===== config.mk =====
export PLATFORM = sky130hd
export DESIGN_NAME = decoder_scan_driver
export DESIGN_NICKNAME = d
export VERILOG_FILES = /design/src/rtl/decoder_scan_driver.sv
export SDC_FILE = /design/constraint.sdc
export NUM_CORES = 1
export LEC_CHECK = 0
export CAP_MARGIN = 20
export CELL_PAD_IN_SITES_DETAIL_PLACEMENT = 0
export CELL_PAD_IN_SITES_GLOBAL_PLACEMENT = 1
export CORE_MARGIN = 10
export CORE_UTILIZATION = 38
export CTS_BUF_LIST = sky130_fd_sc_hd__clkbuf_2 sky130_fd_sc_hd__clkbuf_4 sky130_fd_sc_hd__clkbuf_8
export DETAILED_ROUTE_END_ITERATION = 7
export DONT_BUFFER_PORTS = 1
export GPL_TIMING_DRIVEN = 0
export MAX_ROUTING_LAYER = met4
export PLACE_DENSITY = 0.65
export SLEW_MARGIN = 0
export SYNTH_ARGS = -nofsm -noshare
export SYNTH_HDL_FRONTEND = slang
export SYNTH_SLANG_ARGS = --single-unit

===== constraint.sdc =====
create_clock -name CLK -period 1.8 [get_ports CLK]
set_clock_uncertainty 0.1 [all_clocks]
set_input_delay 0.36 -clock CLK [delete_from_list [all_inputs] [get_ports CLK]]
set_output_delay 0.36 -clock CLK [all_outputs]
set_load 0.005 [all_outputs]

===== src/rtl/decoder_scan_driver.sv =====
// Select-code sequencer for a 2-to-4 decoder: prescaled up/down scan of W
// with continuous or single-sweep operation and step/wrap/busy status.
module decoder_scan_driver #(
  parameter int DIV_WIDTH = 8
) (
  input  logic                 CLK,
  input  logic                 RST,
  input  logic                 EN,
  input  logic                 START,
  input  logic                 STOP,
  input  logic                 MODE,
  input  logic                 DIR,
  input  logic [DIV_WIDTH-1:0] DIV,
  output logic [1:0]           W,
  output logic                 BUSY,
  output logic                 TICK,
  output logic                 WRAP
);

  typedef enum logic {
    IDLE = 1'b0,
    RUN  = 1'b1
  } state_e;

  state_e               state_q, state_d;
  logic [1:0]           w_q, w_d;
  logic                 busy_q, busy_d;
  logic                 tick_q, tick_d;
  logic                 wrap_q, wrap_d;
  logic                 dir_q, dir_d;
  logic                 mode_q, mode_d;
  logic [DIV_WIDTH-1:0] pre_q, pre_d;
  logic                 term;

  // Terminal code depends on the direction latched at START.
  assign term = dir_q ? (w_q == 2'd0) : (w_q == 2'd3);

  always_comb begin
    state_d = state_q;
    w_d     = w_q;
    busy_d  = busy_q;
    tick_d  = 1'b0;
    wrap_d  = 1'b0;
    dir_d   = dir_q;
    mode_d  = mode_q;
    pre_d   = pre_q;
    if (STOP) begin
      state_d = IDLE;
      busy_d  = 1'b0;
      pre_d   = '0;
    end else begin
      unique case (state_q)
        IDLE: begin
          if (START) begin
            state_d = RUN;
            dir_d   = DIR;
            mode_d  = MODE;
            w_d     = DIR ? 2'd3 : 2'd0;
            pre_d   = '0;
            busy_d  = 1'b1;
          end
        end
        RUN: begin
          if (EN) begin
            if (pre_q == DIV) begin
              pre_d  = '0;
              tick_d = 1'b1;
              w_d    = dir_q ? w_q - 2'd1 : w_q + 2'd1;
              if (term) begin
                wrap_d = 1'b1;
                if (mode_q) begin
                  state_d = IDLE;
                  busy_d  = 1'b0;
                end
              end
            end else begin
              // Free-running wrap covers a DIV lowered below the count.
              pre_d = pre_q + DIV_WIDTH'(1);
            end
          end
        end
        default: state_d = IDLE;
      endcase
    end
  end

  always_ff @(posedge CLK or posedge RST) begin
    if (RST) begin
      state_q <= IDLE;
      w_q     <= 2'd0;
      busy_q  <= 1'b0;
      tick_q  <= 1'b0;
      wrap_q  <= 1'b0;
      dir_q   <= 1'b0;
      mode_q  <= 1'b0;
      pre_q   <= '0;
    end else begin
      state_q <= state_d;
      w_q     <= w_d;
      busy_q  <= busy_d;
      tick_q  <= tick_d;
      wrap_q  <= wrap_d;
      dir_q   <= dir_d;
      mode_q  <= mode_d;
      pre_q   <= pre_d;
    end
  end

  assign W    = w_q;
  assign BUSY = busy_q;
  assign TICK = tick_q;
  assign WRAP = wrap_q;

endmodule


==> reports/results.tsv, run 1 <==
stage	metric	value	unit
power_and_ir_drop	finalPower	784	uW
setup_path	cp_num_buf_inv	0	
route	wl_per_cell	15.8	um
cells_and_area	nFillCells	222	
floorplanning	ios	20	
sta	rsz0062_at_grt	yes	
global_routing	antenna_found_initial	0	
setup_path	cp-end-kind	register	
global_routing	grt_max_degree	17	
cts	clockBufferDepth	2	
global_routing	grtUsageTotal	0.0879	
cells_and_area	areaGrowthSynthToFinish	20.4	%
route	wl_met3	93	um
synthesis	syn_area	926	sq um
setup_path	cp_max_fo	7	
synthesis	synth_fp_nets	110	
sta	finalCritPeriodShare	0.971	
cts	h-tree-depth	1	
cts	numCtsBuffers	3	
sta	hold_viol	0	
cts	clk_latency	0.29	ns
power_and_ir_drop	p_leak	0.000491	uW
synthesis	synth_seq_area_share	0.432	
place	placed_cell_area	961	sq um
cts	clock-root-buffer	clkbuf_4	
route	top_layer_used	met4	
setup_path	path_class	reg -> reg	
synthesis	synthDistinctLibCells	35	
route	drtAntennaViolNets	0	
route	routed_via_density	5.50	
sta	report.final.slew_viol_count	0	
floorplanning	dieHeight	69.4	um
setup_path	arrival	1.87	ns
global_routing	grt_pass1_wl	3470	um
synthesis	syn-instance-count	94	
route	met1Wirelength	1140	um
power_and_ir_drop	p_per_area	703	nW/um^2
global_routing	grt_pass1_vias	688	
setup_path	critPathLaunchType	register	
setup_path	path_cells	xor2_2, nor4_4, nand2_2, a21boi_2, a2bb2oi_1	
run	drv_cap	0	
route	drtIter0Drc	50	
global_routing	grt_overflow	0	
floorplanning	start_util	0.407	
place	place_hpwl	1560	um
sta	fmax	572	MHz
run_status	outcome	completed	
sta	setup_viol	0	
setup_path	crit_path_top_delay_cell	dfrtp_2	
cells_and_area	fin_area	1110	sq um
setup_path	required	1.92	ns
route	dr_total_vias	742	
cells_and_area	n_antenna_cell	0	
cts	clkTransAtPathRegs	0.10	ns
route	wl_met2	896	um
route	routed_wl	2140	um
cts	cts_tree	yes	
setup_path	cp_top_family	simple AND/OR/NAND/NOR gates	
cells_and_area	drive_above_1_share	0.262	
sta	slew_headroom	0.559	
route	drc	0	
floorplanning	die_area	4810	sq um
sta	worst_hold_slack	0.0144	ns
cts	clock-sinks	16	
synthesis	ys_ff_latch	16	
sta	tightest_slew	0.660	ns
power_and_ir_drop	ir_worst_vdd	0.000398	V
route	first_pass_iters	4	
min_path	min_path_type	in -> reg	
setup_path	slowest_delay	0.45	ns
floorplanning	coreArea	2280	sq um
floorplanning	rows	17	
place	finalWeightedCongestion	0.737	
place	portBuffers	0	
sta	fin_crit	1.75	ns
floorplanning	die_w	69.4	um
synthesis	yosysWarnings	0	
synthesis	syn_area_per_cell	9.85	sq um
cells_and_area	fin_nets	124	
[repair_timing]
action | CTS | global route
gates resized for setup | 4 | 6
hold buffers | 1 | 0
pin swaps | 2 | 7
buffers inserted | 1 | 7
endpoints found under the setup margin | 7 | 8
hold endpoints to repair | 16 | 0
gates cloned | 0 | 0
[sequential cells by signal, indices dropped and copies added, names as in the netlist]
signal,flops
mode_q,1
TICK,1
W,2
dir_q,1
WRAP,1
BUSY,1
pre_q,8
state_q,1
[cells by family after synthesis]
family          share of synthesized area
fa+ha+maj                          0.0135
compound gates                      0.161
mux                                0.0459
flops                               0.432
buf+inv                            0.0216
xor+xnor                           0.0946
simple gates                        0.231
[per-stage QoR]
step	setup slack [ns]	TNS, ns	cells	utilization
5_1_grt	-0.0357	-0.143	135	0.490
3_5_place_dp	-0.0510	-0.111	122	0.422
2_1_floorplan	0.115	0	94	-
3_3_place_gp	-0.0315	-0.0846	122	0.422
6_report	0.0516	0	135	0.490
4_1_cts	0.00275	0	128	0.456
[synthesized netlist by cell type]
cell        n  area, sq um
a21oi_2     1         8.76
a22o_1      2         17.5
mux2i_1     2         20.0
nor2b_1     1         6.26
a21oi_1     4         20.0
mux2_1      2         22.5
inv_1       3         11.3
buf_2       1         5.00
nand3_2     1         10.0
nand2_1     9         33.8
a22oi_1     1         7.51
nand4b_1    1         8.76
nor3_1      6         30.0
nand4_1     2         12.5
o22ai_1     2         12.5
o311ai_2    1         16.3
xor2_1      9         78.8
and4_1      1         8.76
a32o_1      1         10.0
nor2_1      7         26.3
a2bb2oi_1   2         17.5
nand2_2     1         6.26
o21ai_1     1         5.00
a21boi_2    1         11.3
ha_1        1         12.5
nand3_1     5         25.0
nand2b_1    1         6.26
xnor2_1     1         8.76
o211ai_1    1         7.51
dfrtp_1    16          400
buf_1       1         3.75
nor4_2      2         25.0
a21o_1      2         15.0
and3_2      1         7.51
nor3b_1     1         7.51
[worst paths after layout]
kind,from,to,slack (ns),cells after the start
min in group asynchronous,RST,pre_q[5],0.49,2
hold / removal,STOP,pre_q[0],0.01,1
setup reg to reg,pre_q[3],W[1],0.05,5
setup / recovery,pre_q[3],W[1],0.05,5
hold reg to reg,mode_q,mode_q,0.40,1
max in group asynchronous,RST,pre_q[4],0.65,2
[worst reg2reg max path: stages, from the launching register on]
cell	delay, ns
dfrtp_2	0.45
xor2_2	0.17
nor4_4	0.39
nand2_2	0.21
a21boi_2	0.20
a2bb2oi_1	0.16
[power by group]
group / switching (uW) / internal, uW / total (uW)
Sequential: 28.5 / 381 / 410
Combinational: 66.4 / 59.6 / 126
Clock: 125 / 123 / 248
[layout by cell type, fill, tap and decap left out, drive strengths merged]
master,instances
xnor2,1
a21oi,5
clkbuf,4
nand4b,1
nand3,6
o22ai,2
nor3,6
dfrtp,16
a22o,2
xor2,9
nand4,2
nor4,2
a22oi,1
nand2b,1
nor2b,1
o311ai,1
nand2,10
a21o,2
buf,10
ha,1
nor2,7
dlygate4sd3,1
mux2,2
a21boi,1
and4,1
mux2i,2
and3,1
nor3b,1
o211ai,1
a32o,1
o21ai,1
inv,3
a2bb2oi,2
[per-layer routing]
metal / global-route usage / vias to the layer above
met1: 0.129 / 350
met4: 0.0333 / 0
met2: 0.109 / 18
met3: 0.0214 / 2
li1: - / 372
met5: - / -
[cell type report]
| type | count | area [sq um] | area share |
|---|---|---|---|
| multi-input combinational | 73 | 548 | 0.492 |
| sequential | 16 | 405 | 0.364 |
| timing repair buffer | 9 | 70.1 | 0.0629 |
| clock buffer | 4 | 36.3 | 0.0325 |
| tap | 28 | 35.0 | 0.0314 |
| inverter | 3 | 11.3 | 0.0101 |
| buffer | 2 | 8.76 | 0.00786 |
(Power assumes the default switching activity.)
==> run 2: changes to the inputs <==
--- a/config.mk
+++ b/config.mk
@@ -16,7 +16,6 @@
 export GPL_TIMING_DRIVEN = 0
 export MAX_ROUTING_LAYER = met4
 export PLACE_DENSITY = 0.65
-export SLEW_MARGIN = 0
 export SYNTH_ARGS = -nofsm -noshare
 export SYNTH_HDL_FRONTEND = slang
 export SYNTH_SLANG_ARGS = --single-unit
==> results of run 2 <==
Final layout, timing and power as in run 1 (identical DEF).
==> run 3: changes to the inputs <==
--- a/config.mk
+++ b/config.mk
@@ -9,13 +9,13 @@
 export CELL_PAD_IN_SITES_DETAIL_PLACEMENT = 0
 export CELL_PAD_IN_SITES_GLOBAL_PLACEMENT = 1
 export CORE_MARGIN = 10
-export CORE_UTILIZATION = 38
+export CORE_UTILIZATION = 49
 export CTS_BUF_LIST = sky130_fd_sc_hd__clkbuf_2 sky130_fd_sc_hd__clkbuf_4 sky130_fd_sc_hd__clkbuf_8
 export DETAILED_ROUTE_END_ITERATION = 7
 export DONT_BUFFER_PORTS = 1
 export GPL_TIMING_DRIVEN = 0
 export MAX_ROUTING_LAYER = met4
-export PLACE_DENSITY = 0.65
+export PLACE_DENSITY = 0.8
 export SYNTH_ARGS = -nofsm -noshare
 export SYNTH_HDL_FRONTEND = slang
 export SYNTH_SLANG_ARGS = --single-unit
==> run 3 against run 2 <==
Routed wire length down 4.7%. Die area shrank 16%. Worst setup slack worse by 0.0034 ns. Non-clock buffer count fell by 4. Largest cell class unchanged. Flip-flop and latch count stayed put. Highest routed layer unchanged. Critical path depth up 1. Critical endpoint unchanged. Hold slack better by 0.011 ns. Clock power decreased by 2%. Cell area down 1.0%. Sequential power barely moved. Fmax down 0.19%. Cell count fell by 5.2%.
==> reports/results.tsv, run 3 (synthesis gave the netlist of run 1 again) <==
stage	metric	value	unit
cts	clockBufferDepth	2	
place	portBuffers	0	
cells_and_area	final_common_cell	dfrtp_1	
power_and_ir_drop	intPower	567	uW
floorplanning	ios	20	
cells_and_area	n_antenna_cell	0	
cells_and_area	largest_register_ff_count	8	
floorplanning	dieHeight	63.5	um
setup_path	worstRegToRegCells	6	
sta	hold_viol	0	
power_and_ir_drop	seq_power_share	0.528	
place	pre_cts_ws	-0.0648	ns
floorplanning	coreArea	1760	sq um
sta	slew_headroom	0.595	
global_routing	grt_pass1_wl	3280	um
cells_and_area	instances_no_fill	128	
route	routed_wl	2030	um
setup_path	cp-end-kind	register	
route	met1Wirelength	911	um
route	top_layer_used	met4	
sta	report.final.slew_viol_count	0	
power_and_ir_drop	swShare	0.275	
cells_and_area	final_cell_mix	dfrtp_1, nand2_1, nor2_1	
setup_path	slowest_delay	0.48	ns
route	wl_per_cell	15.9	um
setup_path	ff2ff_setup_slack	0.05	ns
sta	finalCritPeriodShare	0.973	
cts	h-tree-depth	1	
place	finalWeightedCongestion	0.745	
power_and_ir_drop	p_per_area	708	nW/um^2
power_and_ir_drop	ir_worst_vdd	0.000658	V
cells_and_area	fin_area	1100	sq um
sta	fmax	571	MHz
cts	clock-root-buffer	clkbuf_4	
route	drtIter0Drc	10	
setup_path	critPathLaunchType	register	
cells_and_area	drive_above_1_share	0.272	
route	routed_via_density	5.70	
setup_path	r2r-start	pre_q[0]	
setup_path	crit_path_top_delay_cell	dfrtp_2	
setup_path	reg2reg_to	W[1]	
min_path	min_path_type	in -> reg	
route	drtAntennaViolNets	0	
sta	tightest_slew	0.607	ns
floorplanning	die_w	63.5	um
cts	clkTransAtPathRegs	0.10	ns
sta	fin_crit	1.75	ns
floorplanning	rows	15	
floorplanning	die_area	4030	sq um
setup_path	cp_max_fo	7	
run_status	outcome	completed	
route	wl_met2	981	um
route	wl_met3	123	um
power_and_ir_drop	p_comb_frac	0.163	
global_routing	grt_pass1_vias	690	
power_and_ir_drop	p_clk_frac	0.309	
place	placed_cell_area	957	sq um
cells_and_area	top_register	pre_q	
cts	cts_tree	yes	
route	drc	0	
global_routing	grtUsageTotal	0.104	
setup_path	path_cells	xor2_2, nor4_2, buf_4, nand2_2, a21boi_2, a2bb2oi_2	
sta	rsz0062_at_grt	yes	
setup_path	required	1.92	ns
global_routing	grt_max_degree	17	
cts	numCtsBuffers	3	
power_and_ir_drop	p_leak	0.000464	uW
cells_and_area	areaGrowthSynthToFinish	19.2	%
place	dp_cells	119	
cts	clk_latency	0.28	ns
route	dr_total_vias	729	
global_routing	grt_overflow	0	
setup_path	arrival	1.87	ns
run	drv_cap	0	
sta	tns	0	ns
sta	setup_viol	0	
floorplanning	start_util	0.525	
min_path	holdPathEnd	pre_q[0]	
global_routing	antenna_found_initial	0	
cts	clock-sinks	16	
cells_and_area	fin_nets	120	
place	place_hpwl	1470	um
min_path	hp-start	STOP	
sta	setup_ws	0.0482	ns
setup_path	path_class	reg -> reg	
min_path	whs_path_depth	1	
route	first_pass_iters	5	
power_and_ir_drop	switchingPower	215	uW
[run 3: changes by cell type in the layout (fill, tap and decap cells not counted), moves of 2 or more]
cell / before / now
a2bb2oi_2: 0 / 2
a2bb2oi_1: 2 / 0
buf_4: 8 / 4
nor3_2: 0 / 2
[run 3: power groups by stage]
stage / registers [uW] / logic, uW / clock network (uW)
floorplan: 411 / 92.9 / 0
global placement: 417 / 106 / 0
detailed placement: 418 / 109 / 0
CTS: 410 / 117 / 252
global route: 418 / 142 / 268
finish: 412 / 128 / 242
[run 3: worst max path at each step]
stage,startpoint,end,slack [ns]
after floorplan,pre_q[3],pre_q[5],0.12
after global placement,pre_q[3],pre_q[5],-0.05
after detailed placement,pre_q[4],pre_q[5],-0.06
after CTS,pre_q[1],pre_q[5],0.01
after global routing,pre_q[0],W[1],-0.04
final,pre_q[0],W[1],0.05
[run 3: timing repair]
item | 4_1_cts | 5_1_grt
gates resized for setup | 3 | 10
hold buffers | 1 | 0
endpoints found under the setup margin | 9 | 10
setup buffers | 2 | 2
endpoints found under the hold margin | 16 | 0
pin swaps | 3 | 6
[run 3: worst max-delay path: cells and delay by family (launching register included)]
family	cells	cell delay, ns
xor+xnor	1	0.19
buf+inv	1	0.18
simple gates	2	0.36
flops	1	0.48
compound gates	2	0.38
[run 3: layout make-up]
| cell class | count | area [sq um] |
|---|---|---|
| Timing Repair Buffer | 5 | 40.0 |
| Inverter | 3 | 11.3 |
| Tap cell | 25 | 31.3 |
| Fill cell | 155 | 661 |
| Clock buffer | 4 | 36.3 |
| Multi-Input combinational cell | 73 | 572 |
| Buffer | 2 | 8.76 |
| Sequential cell | 16 | 404 |
[run 3: per-stage QoR]
| stage | hold WS [ns] | utilization | power [uW] |
|---|---|---|---|
| floorplan | 0.174 | - | 503 |
| global placement | 0.259 | 0.543 | 523 |
| detailed placement | 0.266 | 0.543 | 526 |
| CTS | 0.0145 | 0.589 | 779 |
| global route | 0.0114 | 0.626 | 828 |
| finish | 0.0253 | 0.626 | 781 |
[run 3: metal layers]
metal / up-vias / track usage
met5: - / -
met1: 355 / 0.125
met2: 13 / 0.147
li1: 359 / -
met3: 2 / 0.0442
met4: 0 / 0.0492
